**src/rtl/spi_seq_pkg.sv**
```systemverilog
// Shared types and constants for the SPI transfer sequencer and its command FIFO.
package spi_seq_pkg;

    localparam int DEF_BIT_WIDTH      = 16;
    localparam int DEF_DEPTH          = 4;
    localparam int DEF_GAP_CYCLES     = 16;
    localparam int DEF_TIMEOUT_CYCLES = 4096;

    // Response word reported when the master never signals done; sliced to BIT_WIDTH.
    localparam logic [63:0] TIMEOUT_RSP = '1;

    typedef enum logic [1:0] {
        IDLE,
        LAUNCH,
        WAIT_DONE,
        GAP
    } seq_state_t;

endpackage

```
**src/rtl/spi_cmd_fifo.sv**
```systemverilog
// Synchronous command FIFO (DEPTH x BIT_WIDTH) with occupancy count; head is read straight
// from the array and registered by the consumer at launch.
module spi_cmd_fifo
    import spi_seq_pkg::*;
#(
    parameter int BIT_WIDTH = DEF_BIT_WIDTH,
    parameter int DEPTH     = DEF_DEPTH
) (
    input  logic                         clk,
    input  logic                         rst_n,
    input  logic                         i_push,
    input  logic [BIT_WIDTH-1:0]         i_push_data,
    input  logic                         i_pop,
    output logic [BIT_WIDTH-1:0]         o_head,
    output logic [$clog2(DEPTH+1)-1:0]   o_count,
    output logic                         o_full,
    output logic                         o_empty
);
    localparam int AW = $clog2(DEPTH);
    localparam int CW = $clog2(DEPTH + 1);

    logic [BIT_WIDTH-1:0] r_mem [DEPTH];
    logic [AW-1:0]        r_wr_ptr;
    logic [AW-1:0]        r_rd_ptr;
    logic [CW-1:0]        r_count;
    logic                 w_do_push;
    logic                 w_do_pop;

    assign o_full    = (r_count == CW'(DEPTH));
    assign o_empty   = (r_count == '0);
    assign o_count   = r_count;
    assign o_head    = r_mem[r_rd_ptr];
    assign w_do_push = i_push && !o_full;
    assign w_do_pop  = i_pop && !o_empty;

    always_ff @(posedge clk) begin
        if (w_do_push) begin
            r_mem[r_wr_ptr] <= i_push_data;
        end
    end

    // Pointers wrap naturally because DEPTH is a power of two.
    always_ff @(posedge clk or negedge rst_n) begin
        if (!rst_n) begin
            r_wr_ptr <= '0;
            r_rd_ptr <= '0;
            r_count  <= '0;
        end else begin
            if (w_do_push) begin
                r_wr_ptr <= r_wr_ptr + 1'b1;
            end
            if (w_do_pop) begin
                r_rd_ptr <= r_rd_ptr + 1'b1;
            end
            case ({w_do_push, w_do_pop})
                2'b10:   r_count <= r_count + 1'b1;
                2'b01:   r_count <= r_count - 1'b1;
                default: r_count <= r_count;
            endcase
        end
    end

endmodule

```
**src/rtl/spi_xfer_sequencer.sv**
```systemverilog
// Queues command words and launches one SPI master frame per word, returning the received word.
// Define SPI_SEQ_TIMEOUT_EN to abort a frame whose done never arrives (sticky err_timeout).
module spi_xfer_sequencer
    import spi_seq_pkg::*;
#(
    parameter int BIT_WIDTH      = DEF_BIT_WIDTH,
    parameter int DEPTH          = DEF_DEPTH,
    parameter int GAP_CYCLES     = DEF_GAP_CYCLES,
    parameter int TIMEOUT_CYCLES = DEF_TIMEOUT_CYCLES
) (
    input  logic                 clk,
    input  logic                 rst_n,
    input  logic                 cmd_valid,
    output logic                 cmd_ready,
    input  logic [BIT_WIDTH-1:0] cmd_data,
    output logic                 rsp_valid,
    input  logic                 rsp_ready,
    output logic [BIT_WIDTH-1:0] rsp_data,
    output logic                 spi_start,
    output logic [BIT_WIDTH-1:0] spi_wdata,
    input  logic                 spi_done,
    input  logic [BIT_WIDTH-1:0] spi_rdata,
    output logic                 busy,
    output logic                 err_timeout
);
    localparam int GW = $clog2(GAP_CYCLES + 1);
    localparam int CW = $clog2(DEPTH + 1);
    localparam logic [BIT_WIDTH-1:0] RSP_ON_TIMEOUT = TIMEOUT_RSP[BIT_WIDTH-1:0];

    seq_state_t           r_state;
    logic [GW-1:0]        r_gap_cnt;
    logic                 r_spi_start;
    logic [BIT_WIDTH-1:0] r_spi_wdata;
    logic                 r_rsp_valid;
    logic [BIT_WIDTH-1:0] r_rsp_data;

    logic                 w_push;
    logic                 w_pop;
    logic                 w_full;
    logic                 w_empty;
    logic [CW-1:0]        w_count;
    logic [BIT_WIDTH-1:0] w_head;
    logic                 w_timeout;

    assign w_push    = cmd_valid && !w_full;
    assign w_pop     = (r_state == LAUNCH);
    assign cmd_ready = !w_full;
    assign spi_start = r_spi_start;
    assign spi_wdata = r_spi_wdata;
    assign rsp_valid = r_rsp_valid;
    assign rsp_data  = r_rsp_data;
    assign busy      = (r_state != IDLE) || (w_count != '0);

    spi_cmd_fifo #(
        .BIT_WIDTH (BIT_WIDTH),
        .DEPTH     (DEPTH)
    ) u_fifo (
        .clk         (clk),
        .rst_n       (rst_n),
        .i_push      (w_push),
        .i_push_data (cmd_data),
        .i_pop       (w_pop),
        .o_head      (w_head),
        .o_count     (w_count),
        .o_full      (w_full),
        .o_empty     (w_empty)
    );

    // A held response blocks launch, so the response register is always free when done arrives.
    always_ff @(posedge clk or negedge rst_n) begin
        if (!rst_n) begin
            r_state     <= IDLE;
            r_gap_cnt   <= '0;
            r_spi_start <= 1'b0;
            r_spi_wdata <= '0;
            r_rsp_valid <= 1'b0;
            r_rsp_data  <= '0;
        end else begin
            r_spi_start <= 1'b0;
            if (r_rsp_valid && rsp_ready) begin
                r_rsp_valid <= 1'b0;
            end
            case (r_state)
                IDLE: begin
                    if (!w_empty && !r_rsp_valid) begin
                        r_state     <= LAUNCH;
                        r_spi_start <= 1'b1;
                        r_spi_wdata <= w_head;
                    end
                end
                LAUNCH: begin
                    r_state <= WAIT_DONE;
                end
                WAIT_DONE: begin
                    if (spi_done || w_timeout) begin
                        r_rsp_valid <= 1'b1;
                        r_rsp_data  <= spi_done ? spi_rdata : RSP_ON_TIMEOUT;
                        r_gap_cnt   <= '0;
                        r_state     <= GAP;
                    end
                end
                GAP: begin
                    if (r_gap_cnt == GW'(GAP_CYCLES - 1)) begin
                        r_state <= IDLE;
                    end else begin
                        r_gap_cnt <= r_gap_cnt + 1'b1;
                    end
                end
                default: r_state <= IDLE;
            endcase
        end
    end

`ifdef SPI_SEQ_TIMEOUT_EN
    localparam int TW = $clog2(TIMEOUT_CYCLES + 1);

    logic [TW-1:0] r_to_cnt;
    logic          r_err_timeout;

    assign w_timeout   = (r_state == WAIT_DONE) && !spi_done && (r_to_cnt == TW'(TIMEOUT_CYCLES - 1));
    assign err_timeout = r_err_timeout;

    always_ff @(posedge clk or negedge rst_n) begin
        if (!rst_n) begin
            r_to_cnt      <= '0;
            r_err_timeout <= 1'b0;
        end else begin
            if (r_state == WAIT_DONE) begin
                r_to_cnt <= r_to_cnt + 1'b1;
            end else begin
                r_to_cnt <= '0;
            end
            if (w_timeout) begin
                r_err_timeout <= 1'b1;
            end
        end
    end
`else
    logic w_unused_timeout_cycles;

    assign w_unused_timeout_cycles = ^TIMEOUT_CYCLES;
    assign w_timeout               = 1'b0;
    assign err_timeout             = 1'b0;
`endif

endmodule

```
**config.mk**
```make
export PLATFORM = sky130hd
export DESIGN_NAME = spi_xfer_sequencer
export DESIGN_NICKNAME = d
export VERILOG_FILES = /design/src/rtl/spi_seq_pkg.sv /design/src/rtl/spi_cmd_fifo.sv /design/src/rtl/spi_xfer_sequencer.sv
export SDC_FILE = /design/constraint.sdc
export NUM_CORES = 1
export LEC_CHECK = 0
export CORE_ASPECT_RATIO = 0.7
export CORE_MARGIN = 2
export CORE_UTILIZATION = 45
export DETAILED_ROUTE_END_ITERATION = 16
export PLACE_DENSITY = 0.68
export SKIP_CTS_REPAIR_TIMING = 1
export SLEW_MARGIN = 20
export SYNTH_ARGS = -nofsm -noshare
export SYNTH_HDL_FRONTEND = slang
export SYNTH_HIERARCHICAL = 1
export SYNTH_SLANG_ARGS = --single-unit
```
**constraint.sdc**
```tcl
create_clock -name clk -period 4.1 [get_ports clk]
set_input_delay 0.82 -clock clk [delete_from_list [all_inputs] [get_ports clk]]
set_output_delay 0.82 -clock clk [all_outputs]
set_load 0.005 [all_outputs]
```
==> impl_metrics.ini <==
[pwr]
power_frac_comb = 0.356
p_sw_mw = 1.17
leakage_nw = 2.18
seqPwrFrac = 0.449
p_per_area_nw_per_um2 = 719
swShare = 0.286
clkPwrFrac = 0.195
power.internal_mw = 2.94
ir_drop_mv = 0.321

[sta]
fmax_mhz = 337
slew_headroom = 0.414
finalSetupTns_ns = 0
worstMarginPinSlew_ns = 0.879
grt_setup_unrepaired = no
drv_slew = 0
skew_ns = 0.00798
hold_violations = 0
min_period_ns = 2.97
setup_viol = 0
fin_crit_sh = 0.724

[worst_setup_path]
criticalPathCategory = register to primary output
cp_slowest_stage_delay_ns = 0.58
cp_num_buf_inv = 2
critPathMaxFanout = 4
cp.arrival_ns = 2.15
critPathCaptureType = primary output
crit_path_start_kind = register
cp_data_required_time_ns = 3.28
crit_family = buffers and inverters
worstPathCellList = inv_1, ha_1, or4b_2, clkdlybuf4s50_1
cp_slowest_cell = or4b_2

[min_path]
min_path_type = input port to asynchronous set/reset pin

[logic_synthesis]
synth-seq-area-share = 0.675
synth_top_area_share = 0.415
syn_nets = 301
synth.most_common_cell = edfxtp_1
ys_top_cells_by_count = 64 x edfxtp_1, 48 x dfrtp_1, 25 x mux2_2, 13 x inv_1, 12 x ha_1
syn_area_per_cell_sq_um = 18.4
synthArstFlopShare = 0.429
syn-cell-area_sq_um = 4630
synth_edf_count = 64
synthFlopType = edfxtp_1
netlist_instances = 251
synth_top_area_cell = edfxtp_1
synth_seq_cells = 112
synth_cell_types = 40
synthTopCellsByArea = edfxtp_1 42%, dfrtp_1 26%, mux2_2 6.1%, mux4_1 4.5%, mux4_2 3.9%
ys_warn_count = 6

[cts]
clock_latency_ns = 0.34
path_clk_slew_ns = 0.07
root_buffer = clkbuf_16
cts_tree = yes
h-tree-depth = 3
cts_max_path_buffers = 2
numCtsBuffers = 9
cts_sinks = 112

[drt]
drtIter0Drc = 161
antenna_left = 0
vias = 2377
drt_first_pass_iters = 4
wl_per_cell_microns = 17.7
drt-total-wl_microns = 8170
via_per_inst = 5.16
drc = 0

[placed_design]
portBuffers = 72
place.gp.congestion = 0.691
dp_hpwl_microns = 5590

[final_layout]
final_util = 0.582
drive_gt1_frac = 0.192
layout.nets = 378
n_fill_cell = 734
antennaDiodeCount = 0
synthToLayoutAreaGrowth_pct = 23.6

[global_route]
grt_pass1_wl_microns = 13100
track_usage = 0.159
grt-ovfl-total = 0
antenna_found_initial = 0
grt_pass1_vias = 2349
grt_max_degree = 40

[floorplan]
die-area_sq_um = 11100
core_area_sq_um = 9830
io_pins = 74
rows = 30
initial_utilization = 0.470
die_h_microns = 88.8
fp.dieW_microns = 125

[run]
maxCapViolCount = 0

[outcome]
status = completed
[worst paths after layout]
path / slack [ns] / to / cells after the start / from
setup / recovery: 1.13 / busy / 4 / r_state[0]
hold / removal: 0.34 / spi_wdata[3] / 1 / rst_n
setup reg to reg: 1.94 / u_fifo/o_count[2] / 10 / u_fifo/o_count[0]
hold reg to reg: 0.51 / spi_wdata[1] / 1 / spi_wdata[1]
max in group asynchronous: 2.96 / u_fifo/r_rd_ptr[0] / 2 / rst_n
min in group clk: 0.51 / spi_wdata[1] / 1 / spi_wdata[1]
[metal layers]
layer / share of wire / GRT usage / up-vias / wire, microns
met1: 0.51 / 0.230 / 1219 / 4150
met3: 0.041 / 0.0405 / 14 / 333
met5: 0 / 0 / - / 0
met4: 0.014 / 0.0667 / 0 / 118
li1: - / - / 1095 / -
met2: 0.44 / 0.231 / 49 / 3570
[sequential cells by signal, summed over array words and instances (netlist names)]
name	cells
r_gap_cnt	5
r_state	2
rsp_data	16
rsp_valid	1
spi_start	1
spi_wdata	16
u_fifo/o_count	3
u_fifo/r_mem	64
u_fifo/r_rd_ptr	2
u_fifo/r_wr_ptr	2
[stage by stage]
step                hold slack, ns  std cells  power (mW)  area [sq um]  worst slack [ns]
finish                       0.339        461        4.11          5720              1.13
global route                 0.345        461        4.38          5720             0.999
CTS                          0.334        460        4.16          5700              1.10
detailed placement           0.493        444        3.34          5430              1.27
global placement             0.488        444        3.29          5430              1.29
floorplan                    0.489        251        2.75          4630              1.90
[power groups by stage]
stage,combinational (mW),clock (mW),sequential [mW]
after detailed placement,1.47,0,1.87
final,1.46,0.802,1.85
after CTS,1.48,0.826,1.85
after global placement,1.44,0,1.85
after global routing,1.61,0.872,1.90
after floorplan,0.988,0,1.77
[cells by family after synthesis]
logic type / after synthesis / synth area share
AO/OA/AOI/OAI: 14 / 0.0225
XOR/XNOR: 6 / 0.0114
adder cells (fa/ha/maj): 13 / 0.0368
buffers and inverters: 22 / 0.0287
flip-flops: 112 / 0.675
multiplexers: 54 / 0.183
other: 1 / 0.000811
AND/OR/NAND/NOR: 29 / 0.0417
[final cells by class]
type                       count  area (sq um)  area share
multi-input combinational    117          1370       0.240
sequential                   112          3120       0.546
clock buffer                  14           254      0.0444
clock inverter                 2          16.3     0.00284
tap                          128           160      0.0280
timing repair buffer          75           746       0.130
inverter                      13          48.8     0.00853
[placed cells by master, fill, tap and decap left out, types with 2 or more instances in the layout]
cell              n
clkbuf_1          4
clkdlybuf4s50_1  71
xor2_1            3
a32oi_1           2
edfxtp_1         64
nand3_1           2
mux2i_1           4
nand2b_1          2
buf_4             2
o21ai_0           5
a22o_1            2
dfrtp_1          47
mux4_2            8
nand2_1           3
mux2_4            9
mux2_2           25
and2_1            5
xnor2_1           3
nor2_1            3
nor2b_1           5
inv_1            13
mux4_1            8
ha_1             12
clkbuf_16         9
No activity file was read; power rests on OpenSTA's default activity.
